<file path="src/rtl/i2s_pkg.sv">
// i2s_pkg: shared types and constants for the I2S receiver.
//   ch_e      - channel tag (left = 0, right = 1, matches lrck level)
//   state_e   - receiver state machine encoding
//   I2S_DATA_WIDTH / I2S_SLOT_LEN - default sample width and slot length
package i2s_pkg;

    localparam int I2S_DATA_WIDTH = 24;
    localparam int I2S_SLOT_LEN   = 32;

    typedef enum logic {
        CH_LEFT  = 1'b0,
        CH_RIGHT = 1'b1
    } ch_e;

    typedef enum logic [1:0] {
        WAIT_SYNC = 2'd0,
        SHIFT     = 2'd1,
        HOLD      = 2'd2
    } state_e;

endpackage

</file>
<file path="src/rtl/sync_pipe.sv">
// sync_pipe: STAGES-deep, W-bit flop chain with asynchronous active-low clear.
// All W bits see the same delay, so grouped signals stay aligned.
//   clk   - system clock
//   reset - asynchronous active-low clear
//   d     - W-bit input
//   q     - W-bit output, delayed STAGES clocks
module sync_pipe #(
    parameter int STAGES = 2,
    parameter int W      = 1
) (
    input  logic         clk,
    input  logic         reset,
    input  logic [W-1:0] d,
    output logic [W-1:0] q
);

    logic [STAGES-1:0][W-1:0] pipe_q;
    logic [STAGES-1:0][W-1:0] pipe_d;

    always_comb begin
        pipe_d[0] = d;
        for (int i = 1; i < STAGES; i++) begin
            pipe_d[i] = pipe_q[i-1];
        end
    end

    always_ff @(posedge clk or negedge reset) begin
        if (!reset) begin
            pipe_q <= '0;
        end else begin
            pipe_q <= pipe_d;
        end
    end

    assign q = pipe_q[STAGES-1];

endmodule

</file>
<file path="src/rtl/i2s_receiver.sv">
// i2s_receiver: deserialises a standard I2S stream (MSB first, one sclk of
// delay after each lrck transition, lrck low = left) into parallel samples.
//   clk           - system clock; sclk/lrck are generated from it
//   reset         - asynchronous active-low reset
//   sclk, lrck    - bit clock and word select (oversampled by clk)
//   adc           - raw serial data
//   sampleData    - captured two's-complement word, held until next valid
//   sampleChannel - 0 = left, 1 = right, qualified by sampleValid
//   sampleValid   - one-cycle strobe per captured word
//   frameError    - one-cycle strobe when a slot ends before DATA_WIDTH bits
// DATA_WIDTH must be 1..31 and shorter than the slot.
module i2s_receiver
    import i2s_pkg::*;
#(
    parameter int DATA_WIDTH  = I2S_DATA_WIDTH,
    parameter int SYNC_STAGES = 2
) (
    input  logic                  clk,
    input  logic                  reset,
    input  logic                  sclk,
    input  logic                  lrck,
    input  logic                  adc,
    output logic [DATA_WIDTH-1:0] sampleData,
    output logic                  sampleChannel,
    output logic                  sampleValid,
    output logic                  frameError
);

    localparam int CNT_W = $clog2(DATA_WIDTH + 1);

    logic s_sclk, s_lrck, s_adc;

    // One shared chain keeps sclk, lrck and adc cycle-aligned.
    sync_pipe #(
        .STAGES (SYNC_STAGES),
        .W      (3)
    ) u_sync (
        .clk   (clk),
        .reset (reset),
        .d     ({sclk, lrck, adc}),
        .q     ({s_sclk, s_lrck, s_adc})
    );

    logic                  sclk_prev_q, sclk_prev_d;
    logic                  lrck_prev_q, lrck_prev_d;
    state_e                state_q, state_d;
    ch_e                   ch_q, ch_d;
    logic [CNT_W-1:0]      cnt_q, cnt_d;
    logic [DATA_WIDTH-1:0] shreg_q, shreg_d;
    logic [DATA_WIDTH-1:0] data_q, data_d;
    ch_e                   out_ch_q, out_ch_d;
    logic                  valid_q, valid_d;
    logic                  ferr_q, ferr_d;

    logic rise, lrck_edge;

    assign rise      = s_sclk & ~sclk_prev_q;
    assign lrck_edge = rise & (s_lrck != lrck_prev_q);

    always_comb begin
        sclk_prev_d = s_sclk;
        lrck_prev_d = rise ? s_lrck : lrck_prev_q;
        state_d     = state_q;
        ch_d        = ch_q;
        cnt_d       = cnt_q;
        shreg_d     = shreg_q;
        data_d      = data_q;
        out_ch_d    = out_ch_q;
        valid_d     = 1'b0;
        ferr_d      = 1'b0;

        if (lrck_edge) begin
            // The bit on the edge rise is the previous slot's LSB: drop it and
            // re-arm for the new channel. An edge mid-word truncates the slot.
            ferr_d  = (state_q == SHIFT);
            ch_d    = ch_e'(s_lrck);
            cnt_d   = '0;
            shreg_d = '0;
            state_d = SHIFT;
        end else if (rise && state_q == SHIFT) begin
            if (cnt_q == CNT_W'(DATA_WIDTH - 1)) begin
                // Last bit goes straight to the output, bypassing the shifter.
                data_d   = DATA_WIDTH'({shreg_q, s_adc});
                out_ch_d = ch_q;
                valid_d  = 1'b1;
                state_d  = HOLD;
            end else begin
                shreg_d = DATA_WIDTH'({shreg_q, s_adc});
                cnt_d   = cnt_q + 1'b1;
            end
        end else if (state_q != SHIFT && state_q != HOLD && state_q != WAIT_SYNC) begin
            state_d = WAIT_SYNC;
        end
    end

    always_ff @(posedge clk or negedge reset) begin
        if (!reset) begin
            sclk_prev_q <= 1'b0;
            lrck_prev_q <= 1'b0;
            state_q     <= WAIT_SYNC;
            ch_q        <= CH_LEFT;
            cnt_q       <= '0;
            shreg_q     <= '0;
            data_q      <= '0;
            out_ch_q    <= CH_LEFT;
            valid_q     <= 1'b0;
            ferr_q      <= 1'b0;
        end else begin
            sclk_prev_q <= sclk_prev_d;
            lrck_prev_q <= lrck_prev_d;
            state_q     <= state_d;
            ch_q        <= ch_d;
            cnt_q       <= cnt_d;
            shreg_q     <= shreg_d;
            data_q      <= data_d;
            out_ch_q    <= out_ch_d;
            valid_q     <= valid_d;
            ferr_q      <= ferr_d;
        end
    end

    assign sampleData    = data_q;
    assign sampleChannel = out_ch_q;
    assign sampleValid   = valid_q;
    assign frameError    = ferr_q;

endmodule

</file>
<file path="config.mk">
export PLATFORM = sky130hd
export DESIGN_NAME = i2s_receiver
export DESIGN_NICKNAME = d
export VERILOG_FILES = /design/src/rtl/i2s_pkg.sv /design/src/rtl/sync_pipe.sv /design/src/rtl/i2s_receiver.sv
export SDC_FILE = /design/constraint.sdc
export NUM_CORES = 1
export LEC_CHECK = 0
export ABC_AREA = 1
export ABC_CLOCK_PERIOD_IN_PS = 2300
export BUFFER_PORTS_ARGS = -buffer_cell sky130_fd_sc_hd__clkbuf_2
export CAP_MARGIN = 25
export CELL_PAD_IN_SITES_DETAIL_PLACEMENT = 1
export CELL_PAD_IN_SITES_GLOBAL_PLACEMENT = 1
export CORE_ASPECT_RATIO = 0.75
export CORE_MARGIN = 2
export CORE_UTILIZATION = 44
export CTS_CLUSTER_DIAMETER = 200
export DETAILED_ROUTE_END_ITERATION = 16
export GPL_TIMING_DRIVEN = 0
export PLACE_DENSITY_LB_ADDON = 0.1
export SLEW_MARGIN = 15
export SYNTH_ARGS = -nofsm -noshare
export SYNTH_HDL_FRONTEND = slang
export SYNTH_SLANG_ARGS = --single-unit
</file>
<file path="constraint.sdc">
create_clock -name clk -period 2.3 [get_ports clk]
set_input_delay 0.23 -clock clk [delete_from_list [all_inputs] [get_ports clk]]
set_output_delay 0.23 -clock clk [all_outputs]
set_load 0.01 [all_outputs]
</file>
### Word-level counts from Yosys, hierarchy flattened

Index checks and enable logic that the tools add are counted.

| storage, ports and cells | value |
|---|---|
| register bits | 66 |
| output and inout bits | 27 |
| logic and storage cells | 47 |

| operators by class | value |
|---|---|
| add/sub/neg operators | 1 |
| equal/unequal tests | 7 |
| multiplexer cells | 14 |
| bitwise gates (word level) | 4 |
| reduce and logical (&&, ||, !) cells | 9 |

Operators by type and width:

| operator | number |
|---|---|
| 23-bit two-way mux | 3 |
| 5-bit two-way mux | 3 |
| 2-bit two-way mux | 4 |
| 5-bit by 1-bit adder with 5-bit output, second input constant | 1 |
| 5-bit equality test, second input constant | 1 |
| 1-bit two-way mux | 4 |
| 2-bit != test, second input constant | 2 |
| 2-bit AND reduction | 2 |
| 2-bit nonzero test | 2 |
| 1-bit logical AND | 3 |
| 3-bit by 2-bit != test with 1-bit output, second input constant | 1 |
| 3-bit AND reduction | 1 |
| 3-bit nonzero test | 1 |
| 1-bit AND | 2 |
| 2-bit by 1-bit equality test with 1-bit output, second input constant | 1 |
| 2-bit by 1-bit != test with 1-bit output, second input constant | 1 |
| 1-bit NOT | 2 |
| 1-bit != test | 1 |

### Logic depth before layout (Yosys ltp)

| logic depth | value |
|---|---|
| depth in word-level cells | 6 |
| mapped depth | 8 |
| gate-level depth less buffers | 8 |

### Hierarchy

From an unflattened synthesis, not the netlist that was laid out.

| second synthesis, totals | value |
|---|---|
| cells, all modules | 269 |
| area, all modules | 2588.7 µm² |

Modules (own cells, without submodules):

| module | instances | cells each | area an instance (µm²) |
|---|---|---|---|
| i2s_receiver | 1 | 263 | 2438.6 |
| sync_pipe | 1 | 6 | 150.1 |

### Least setup slack after synthesis

Ideal clock, no wire load.

| path | value |
|---|---|
| path type | flip-flop to flip-flop |
| start | register cnt_q[0] |
| end | register data_q[16], in the netlist sampleData[16] |
| library setup time | 0.121 ns |
| arrival | 1.307 ns |
| required time | 2.179 ns |
| setup slack | 0.872 ns |
| cell stages (with the launch flop) | 8 |
| path buffers | 2 |
| path through | dfrtp_1 > ha_1 > nand4_2 > nand3b_4 > buf_6 > buf_6 > nand2_1 > o21ai_1 |

| on the way | value |
|---|---|
| word-level cells in the longest chain between the ends | 2 |

RTL lines:

| what | line | text |
|---|---|---|
| from (decl) | i2s_receiver.sv:48 | `logic [CNT_W-1:0] cnt_q, cnt_d;` |
| from (signal assigned) | i2s_receiver.sv:113 | `cnt_q <= cnt_d;` |
| 5-bit equality test | i2s_receiver.sv:81 | `if (cnt_q == CNT_W'(DATA_WIDTH - 1)) begin` |
| 3-bit AND reduction (no line) | -- |  |
| to (signal assigned) | i2s_receiver.sv:115 | `data_q <= data_d;` |
| to (decl) | i2s_receiver.sv:50 | `logic [DATA_WIDTH-1:0] data_q, data_d;` |

Every way passes these cells.
A chain may end at the register's enable or synchronous reset.

### Final worst setup path

| path | value |
|---|---|
| start | register cnt_q[0] |
| end | register data_q[9], in the netlist sampleData[9] |

Same word-level chain as after synthesis.

==> results.yml <==
clock_tree:
  insertion_delay_ns: 0.34
  ctsRootBufferMaster: "clkbuf_8"
  cts_setup_buffers: 0
  cts_tree: "yes"
  cts-buffers-inserted: 9
  cts.repair.resized: 0
  clk_pin_slew_ns: 0.07
  clk_path_buf_depth: 2
  htreeDepth: 3
  clock_sinks: 66
worst_setup_path:
  start_kind: "flop"
  end_kind: "flop"
  worst_ep_arrival_time_ns: 2.00
  required_ns: 2.55
  critPathSlowestCell: "clkbuf_1"
  path_cells: "ha_1 > nand4_2 > nand3b_4 > clkbuf_1 > nand2_1 > o21ai_0"
  path_buf_inv: 1
  cp_top_family: "simple AND/OR/NAND/NOR gates"
  crit_fanout: 10
  criticalPathCategory: "flop to flop"
  slowest_delay_ns: 0.42
global_routing:
  grt_usage_pct: 20.5
  grt_pass1_vias: 2059
  grt_remaining_overflow: 0
  grt_pass1_wl_um: 10100
  grt_max_degree: 36
  antenna_found_initial: 0
die:
  die_area_um2: 6490
  start_util_pct: 44.9
  coreArea_um2: 5740
  row_count: 24
  die_h_um: 70.3
  ios: 32
  die_x_um: 92.3
layout:
  area_growth_pct: 19.2
  mostFrequentLayoutCells: "dfrtp_1 (66), nand2_1 (44), o21ai_0 (38), nand3_1 (32), inv_1 (31)"
  insertedDiodeCount: 0
  final_common_cell: "dfrtp_1"
  drive_above_1_share_pct: 22.7
  fillers: 656
  nets: 306
placed_design:
  place.gp.congestion: 0.722
  dp_hpwl_um: 3940
  port_buffers: 31
routing:
  vias: 1904
  first_pass_iters: 4
  wire_per_inst_um: 15.0
  drc: 0
  antenna_left: 0
  wirelength_um: 5720
  viasPerCell: 4.98
  drt_iter0_markers: 78
pwr:
  p_sw_share_pct: 25.3
  power.switching_w: 0.000577
  power.density_nw_per_um2: 742
  power_frac_comb_pct: 7.6
  peakVddDrop_mv: 0.435
  internal-power_w: 0.00170
  leakage_nw: 1.46
  seqPwrFrac_pct: 54.4
  clkPwrFrac_pct: 38.0
  p_total_w: 0.00228
sta:
  finalSetupViolations: 0
  rsz0062_at_grt: "false"
  timing.hold.ws_ns: 0.350
  skew_ns: 0.00702
  tns_ns: 0
  worst_slew_pin_slew_ns: 0.523
  relSlewSlack_pct: 65.1
  slew_violations: 0
  post-route-period-util_pct: 75.9
  final.min_clock_period_ns: 1.75
  final_hold_viol_count: 0
  max_freq_ghz: 0.573
yosys:
  ys_ff_latch: 66
  avgSynthCellArea_um2: 10.2
  ys_warn_count: 0
  synth_cells: 253
  synth-main-ff-cell: "dfrtp_1"
  synth_edf_count: 0
  seq_area_frac_synth_pct: 64.1
  ys_types: 23
  synthArstFlopShare_pct: 100
  synth_area_um2: 2570
  syn_nets: 259
outcome:
  status: "finished, final reports clean"
worst_hold_path:
  min_path_type: "flop to flop"
flow_run:
  maxCapViolCount: 0
cell families after synthesis:
group                    count (synthesis)  share of synthesized area (%)
AO/OA/AOI/OAI                           54                           11.5
AND/OR/NAND/NOR                         86                           15.7
XOR/XNOR                                 2                          0.680
flip-flops                              66                           64.1
buffers and inverters                   44                           7.53
adder cells (fa/ha/maj)                  1                          0.486
worst paths after layout:
| check | start | end | slack, ns | depth (start not counted) |
|---|---|---|---|---|
| max | cnt_q[0] | sampleData[9] | 0.55 | 6 |
| min | u_sync.pipe_d[3] | u_sync.q[0] | 0.35 | 0 |
| max reg2reg | cnt_q[0] | sampleData[9] | 0.55 | 6 |
| min reg2reg | u_sync.pipe_d[3] | u_sync.q[0] | 0.35 | 0 |
| max in group asynchronous | reset | shreg_q[14] | 1.35 | 3 |
| min in group asynchronous | reset | state_q[1] | 0.41 | 2 |
power groups by stage:
stage / logic, W / clock network [W] / registers [W]
3_5_place_dp: 0.000169 / 0 / 0.00126
6_report: 0.000173 / 0.000867 / 0.00124
3_3_place_gp: 0.000160 / 0 / 0.00126
4_1_cts: 0.000176 / 0.000899 / 0.00124
5_1_grt: 0.000202 / 0.000943 / 0.00124
2_1_floorplan: 0.000104 / 0 / 0.00125
sequential cells by signal, indices dropped and copies added (netlist names):
name and flops:
sampleData 24, u_sync.q 3, state_q 2, ch_q 1, shreg_q 23, sampleChannel 1, lrck_prev_q 1, sclk_prev_q 1
frameError 1, u_sync.pipe_d 3, sampleValid 1, cnt_q 5
area by class of cell:
type	count	area, µm²	share of cell area, %
multi-input combinational	143	729	23.8
inverter	31	116	3.79
tap	78	97.6	3.18
clock buffer	11	151	4.93
buffer	13	77.6	2.53
timing repair buffer	36	218	7.09
sequential	66	1650	53.8
clock inverter	4	27.5	0.897
per-layer routing:
metal  GRT usage [%]  vias to the layer above  wire, µm
li1                -                      916         -
met1            28.4                      947      2880
met2            31.2                       33      2550
met3            5.50                        8       204
met4            7.96                        0        85
met5               0                        -         0
cells in the mapped netlist (all sizes together), types with 2 or more instances:
library cell / number / share of area (%)
dfrtp: 66 / 64
o21ai: 53 / 11
nand2: 45 / 6.7
nand3: 33 / 6.6
inv: 31 / 4.5
buf: 11 / 2.7
nor2: 4 / 0.68
clkbuf: 2 / 0.29
nand4: 2 / 0.73
through the flow:
| step | instances | utilization [%] | cell area, µm² | worst slack (ns) |
|---|---|---|---|---|
| 6_report | 382 | 53.5 | 3070 | 0.554 |
| 3_5_place_dp | 363 | 49.7 | 2850 | 0.594 |
| 2_1_floorplan | 253 | - | 2570 | 0.872 |
| 4_1_cts | 382 | 53.5 | 3070 | 0.565 |
| 3_3_place_gp | 362 | 49.3 | 2830 | 0.529 |
| 5_1_grt | 382 | 53.5 | 3070 | 0.398 |
what timing repair did:
action                                 in CTS  in global routing
endpoints found under the hold margin      34                  0
hold buffers                                4                  0
setup endpoints to repair                   0                  0
No activity file was read; power rests on OpenSTA's default activity.
